## config.mk

```make
export PLATFORM = sky130hd
export DESIGN_NAME = muldiv_unit
export DESIGN_NICKNAME = d
export VERILOG_FILES = /design/src/rtl/muldiv_unit.sv
export SDC_FILE = /design/constraint.sdc
export NUM_CORES = 1
export LEC_CHECK = 0
export BUFFER_PORTS_ARGS = -buffer_cell sky130_fd_sc_hd__buf_2
export CORE_AREA = 2 2 163 165
export CTS_BUF_LIST = sky130_fd_sc_hd__clkbuf_8 sky130_fd_sc_hd__clkbuf_16
export DETAILED_ROUTE_END_ITERATION = 7
export DIE_AREA = 0 0 165 167
export PLACE_DENSITY_LB_ADDON = 0.25
export SLEW_MARGIN = 20
export SYNTH_ARGS = -nofsm -noshare
export SYNTH_HDL_FRONTEND = slang
export SYNTH_SLANG_ARGS = --single-unit
```

## constraint.sdc

```tcl
create_clock -name clk -period 4.3 [get_ports clk]
set_input_delay 0.645 -clock clk [delete_from_list [all_inputs] [get_ports clk]]
set_output_delay 0.645 -clock clk [all_outputs]
set_load 0.02 [all_outputs]
```

## src/rtl/muldiv_unit.sv

```systemverilog
// Iterative multiply/divide unit: one restoring-divide or shift-add step per cycle,
// with sign fix-up in a single cycle before the result reaches hi/lo.
module muldiv_unit #(
   parameter int WIDTH = 32
) (
   input  logic             clk,
   input  logic             rst,
   input  logic             div_start,
   input  logic             divu_start,
   input  logic             mul_start,
   input  logic             mulu_start,
   input  logic [WIDTH-1:0] a,
   input  logic [WIDTH-1:0] b,
   output logic             busy,
   output logic [WIDTH-1:0] hi,
   output logic [WIDTH-1:0] lo
);

   localparam int CW = $clog2(WIDTH + 1);

   typedef enum logic [1:0] {IDLE, CALC, FIX} state_t;

   state_t             state, state_next;
   logic [CW-1:0]      count;
   logic [2*WIDTH-1:0] acc;
   logic [WIDTH-1:0]   opnd;
   logic [WIDTH-1:0]   a_raw;
   logic               is_div, neg_main, neg_rem, div_zero;

   logic               any_start, op_div, op_signed, sign_a, sign_b;
   logic [WIDTH-1:0]   mag_a, mag_b;
   logic [2*WIDTH-1:0] prod;
   logic [WIDTH-1:0]   res_hi, res_lo;

   function automatic logic [WIDTH-1:0] negate(input logic [WIDTH-1:0] x);
      return ~x + 1'b1;
   endfunction

   // Restoring step; the shifted partial remainder needs WIDTH+1 bits.
   function automatic logic [2*WIDTH-1:0] div_step(input logic [2*WIDTH-1:0] r,
                                                   input logic [WIDTH-1:0]   d);
      logic [WIDTH:0] trial;
      logic [WIDTH:0] diff;
      trial = {r[2*WIDTH-1:WIDTH-1]};
      diff  = trial - {1'b0, d};
      if (trial >= {1'b0, d})
         return {diff[WIDTH-1:0], r[WIDTH-2:0], 1'b1};
      else
         return {r[2*WIDTH-2:0], 1'b0};
   endfunction

   function automatic logic [2*WIDTH-1:0] mul_step(input logic [2*WIDTH-1:0] r,
                                                   input logic [WIDTH-1:0]   m);
      logic [WIDTH:0] sum;
      sum = {1'b0, r[2*WIDTH-1:WIDTH]} + (r[0] ? {1'b0, m} : '0);
      return {sum, r[WIDTH-1:1]};
   endfunction

   assign any_start = div_start | divu_start | mul_start | mulu_start;
   assign op_div    = div_start | divu_start;
   assign op_signed = div_start | (~divu_start & mul_start);
   assign sign_a    = op_signed & a[WIDTH-1];
   assign sign_b    = op_signed & b[WIDTH-1];
   assign mag_a     = sign_a ? negate(a) : a;
   assign mag_b     = sign_b ? negate(b) : b;

   always_comb begin
      state_next = state;
      case (state)
         IDLE:    if (any_start) state_next = CALC;
         CALC:    if (count == CW'(1)) state_next = FIX;
         FIX:     state_next = IDLE;
         default: state_next = IDLE;
      endcase
   end

   always_comb begin
      prod   = neg_main ? (~acc + 1'b1) : acc;
      res_hi = prod[2*WIDTH-1:WIDTH];
      res_lo = prod[WIDTH-1:0];
      if (is_div) begin
         if (div_zero) begin
            res_hi = a_raw;
            res_lo = '1;
         end else begin
            res_hi = neg_rem  ? negate(acc[2*WIDTH-1:WIDTH]) : acc[2*WIDTH-1:WIDTH];
            res_lo = neg_main ? negate(acc[WIDTH-1:0])       : acc[WIDTH-1:0];
         end
      end
   end

   always_ff @(posedge clk) begin
      if (rst) begin
         state <= IDLE;
         busy  <= 1'b0;
         count <= '0;
         hi    <= '0;
         lo    <= '0;
      end else begin
         state <= state_next;
         case (state)
            IDLE: if (any_start) begin
               busy  <= 1'b1;
               count <= CW'(WIDTH);
            end
            CALC: count <= count - 1'b1;
            FIX: begin
               busy <= 1'b0;
               hi   <= res_hi;
               lo   <= res_lo;
            end
            default: ;
         endcase
      end
   end

   // Operand/accumulator registers carry no reset; they are reloaded on every accept.
   always_ff @(posedge clk) begin
      if (state == IDLE && any_start && !rst) begin
         acc      <= op_div ? {{WIDTH{1'b0}}, mag_a} : {{WIDTH{1'b0}}, mag_b};
         opnd     <= op_div ? mag_b : mag_a;
         a_raw    <= a;
         is_div   <= op_div;
         neg_main <= sign_a ^ sign_b;
         neg_rem  <= sign_a;
         div_zero <= (b == '0);
      end else if (state == CALC) begin
         acc <= is_div ? div_step(acc, opnd) : mul_step(acc, opnd);
      end
   end

endmodule

```

==> results.sh <==
export IMPL_r2r_end="acc[61]"
export IMPL_setup_ws_ns=0.333
export IMPL_critical_path_required_ns=4.55
export IMPL_synth_adder_area_share=0.0579
export IMPL_p_leak_nw=7.34
export IMPL_grt_pass1_wl_um=77500
export IMPL_postSynthCellCount=1865
export IMPL_htree_levels=1
export IMPL_ys_warn_count=0
export IMPL_cts_buffers=24
export IMPL_cp_end_kind="register"
export IMPL_path_clk_slew_ns=0.06
export IMPL_vias=15200
export IMPL_synth_compound_area_frac=0.216
export IMPL_grt_util_all_layers=0.356
export IMPL_synth_top_family_by_area="compound AO/OA/AOI/OAI gates"
export IMPL_clk_latency_ns=0.53
export IMPL_drc=0
export IMPL_first_global_vias=14200
export IMPL_final_layout_size_suffix_gt1_frac=0.134
export IMPL_crit_slowest_cell="clkinv_1"
export IMPL_fin_nets=2112
export IMPL_fmax_mhz=252
export IMPL_area_growth_pct=12.5
export IMPL_finalClockSkew_ns=0.0131
export IMPL_ys_ff_latch=205
export IMPL_cts_max_path_buffers=3
export IMPL_switchingPower_mw=4.10
export IMPL_cp_start_kind="register"
export IMPL_place_hpwl_um=36500
export IMPL_path_class="reg -> reg"
export IMPL_hold_buffers=0
export IMPL_num_rows=59
export IMPL_synthesis_nets=2007
export IMPL_drv_cap=0
export IMPL_synthTopCellsByCount="215 x nand2_1, 170 x a21oi_1, 166 x nor2_1, 132 x edfxtp_1, 122 x xnor2_1"
export IMPL_p_sw_frac=0.418
export IMPL_postCtsSetupBuffers=0
export IMPL_synth_edff_count=132
export IMPL_yosysMostFrequentCell="nand2_1"
export IMPL_r2r_start="acc[0]"
export IMPL_cts_tree="done"
export IMPL_gp_congestion=0.965
export IMPL_outcome="complete, no violations"
export IMPL_rrSetupSlack_ns=0.33
export IMPL_synthSimpleGateAreaFrac=0.173
export IMPL_fp_coreArea_mm2=0.0258
export IMPL_worst_pin_slew_ns=0.993
export IMPL_post_place_ws_ns=0.329
export IMPL_fin_crit_sh=0.923
export IMPL_hold_class="in -> reg"
export IMPL_gr_total_overflow=0
export IMPL_start_util=0.614
export IMPL_critPathMaxStageDelay_ns=0.46
export IMPL_wl_per_cell_um=21.4
export IMPL_crit_end="acc[61]"
export IMPL_cp_max_fo=15
export IMPL_first_pass_iters=6
export IMPL_antenna_found_initial=3
export IMPL_die_x_um=165
export IMPL_drv_slew=0
export IMPL_yosysUniqueCellTypes=77
export IMPL_die_area_mm2=0.0276
export IMPL_avgSynthCellArea_um2=8.49
export IMPL_hold_viol_final=0
export IMPL_ios=135
export IMPL_p_int_mw=5.72
export IMPL_synth_area_leader_cell="edfxtp_1"
export IMPL_postRouteAntennaNets=0
export IMPL_synth_top_area_share=0.250
export IMPL_async_reset_ff_frac=0
export IMPL_via_per_inst=6.53
export IMPL_path_cells="clkinv_1, nor2_1, fa_1, a211oi_1, o21ai_0, o211ai_1, a21oi_1, a221o_1, a211oi_1, buf_4, o31ai_1, xor2_1, o21ai_0, a21oi_1"
export IMPL_die_h_um=167
export IMPL_synth_xor_area_frac=0.111
export IMPL_ys_seq_area_frac=0.343
export IMPL_synth_ff_type="edfxtp_1"
export IMPL_grt_max_degree=134
export IMPL_setup_tns_ns=0
export IMPL_syn_area_mm2=0.0158
export IMPL_peakVddDrop_mv=0.432
export IMPL_numPortBuffers=134
export IMPL_routed_wl_um=49900
export IMPL_crit_arrival_ns=4.21
export IMPL_cts_sinks=205
export IMPL_finalCriticalPeriod_ns=3.97
export IMPL_pwr_share_comb=0.503
export IMPL_cts_resized=0
export IMPL_power_frac_seq=0.287
export IMPL_cp_startpoint="acc[0]"
export IMPL_setup_violations=0
export IMPL_synthMuxAreaShare=0.0576
export IMPL_slew_limit_headroom=0.338
export IMPL_rr_worst_depth=14
export IMPL_rsz0062_at_grt="no"
export IMPL_clkPwrFrac=0.210
export IMPL_powerDensity_mw_per_mm2=552
export IMPL_synthTopCellsByArea="edfxtp_1 25%, dfxtp_1 9.2%, xnor2_1 6.8%"
export IMPL_drt_iter0_markers=1793
export IMPL_clock_root_buffer="clkbuf_16"
==> worst min path at each step <==
stage	slack, ns	end	cells past startpoint	start
final	0.35	a_raw[25]	1	a[25]
after global routing	0.34	a_raw[3]	1	a[3]
after CTS	0.33	a_raw[25]	1	a[25]
after detailed placement	0.44	hi[0]	2	hi[0]
after global placement	0.44	hi[18]	2	hi[18]
after floorplan	0.43	count[5]	1	count[5]
==> critical path, delay by kind of cell (launching register included) <==
kind	cells	cell delay, ns
compound gates	9	1.87
xor+xnor	1	0.11
fa+ha+maj	1	0.30
buf+inv	2	0.62
flops	1	0.42
simple gates	1	0.36
==> stage by stage <==
step                power, mW  hold slack, ns  std cells  area [um2]  utilization
floorplan                6.32           0.433       1865       15800            -
finish                   9.82           0.349       2325       17800        0.691
CTS                      9.70           0.331       2322       17800        0.689
global route             10.4           0.344       2325       17800        0.691
detailed placement       7.64           0.443       2278       17000        0.659
global placement         7.54           0.437       2278       17000        0.659
==> logic make-up (layout without fill, tap and decap cells) <==
group                    after synthesis  in the layout
AO/OA/AOI/OAI                        541            541
XOR/XNOR                             200            200
adder cells (fa/ha/maj)               72             72
buffers and inverters                178            301
flip-flops                           205            205
multiplexers                          90             90
other                                  0              2
AND/OR/NAND/NOR                      579            579
==> sequential cells by signal (all words and copies together), names as in the netlist, 2 cells and up <==
name and cells:
a_raw 32, acc 64, count 6, hi 32, lo 32, opnd 32
state 2
==> cell type report <==
cell class	count	area, um2
repair buffers	188	1130
well taps	335	419
clock inverters	15	93.8
multi-input cells	1482	9770
flip-flops and latches	205	5430
inverters	69	262
diodes	2	5.00
clock buffers	29	692
fillers	2093	7970
==> per-layer routing <==
| metal | up-vias | wire length, um | GRT usage |
|---|---|---|---|
| met3 | 189 | 4710 | 0.0575 |
| met1 | 7137 | 19700 | 0.476 |
| met2 | 872 | 22300 | 0.551 |
| met5 | - | 0 | 0 |
| met4 | 0 | 3120 | 0.190 |
| li1 | 6981 | - | - |
==> cell usage in the layout (no fill, tap or decap), types with 5 or more instances in the layout <==
| cell type | n |
|---|---|
| nor2b_1 | 14 |
| o41ai_1 | 12 |
| xor2_1 | 78 |
| buf_4 | 50 |
| xnor2_1 | 122 |
| or3_1 | 25 |
| a211oi_1 | 54 |
| o21a_1 | 10 |
| edfxtp_1 | 132 |
| and2_1 | 9 |
| o211ai_1 | 50 |
| dfxtp_1 | 73 |
| buf_2 | 134 |
| o21ai_1 | 5 |
| a31oi_1 | 19 |
| a21o_1 | 34 |
| nand4_1 | 8 |
| nand3_1 | 20 |
| nor4_1 | 18 |
| o21bai_1 | 6 |
| or4_1 | 12 |
| inv_1 | 70 |
| nand2b_1 | 20 |
| clkinv_2 | 7 |
| o21ai_0 | 112 |
| nor3_1 | 25 |
| ha_1 | 70 |
| mux2_2 | 5 |
| mux2i_1 | 84 |
| nand2_1 | 214 |
| a21oi_1 | 168 |
| and3_1 | 6 |
| clkbuf_16 | 26 |
| nor3b_1 | 8 |
| nor2_1 | 165 |
| o31ai_1 | 26 |
==> power by group through the flow <==
stage	clock network (mW)	logic (mW)	registers (mW)
4_1_cts	2.06	4.83	2.81
6_report	2.06	4.94	2.82
3_3_place_gp	0	4.70	2.84
2_1_floorplan	0	3.51	2.81
3_5_place_dp	0	4.80	2.85
5_1_grt	2.14	5.40	2.85
Power figures use the tool's default switching activity.
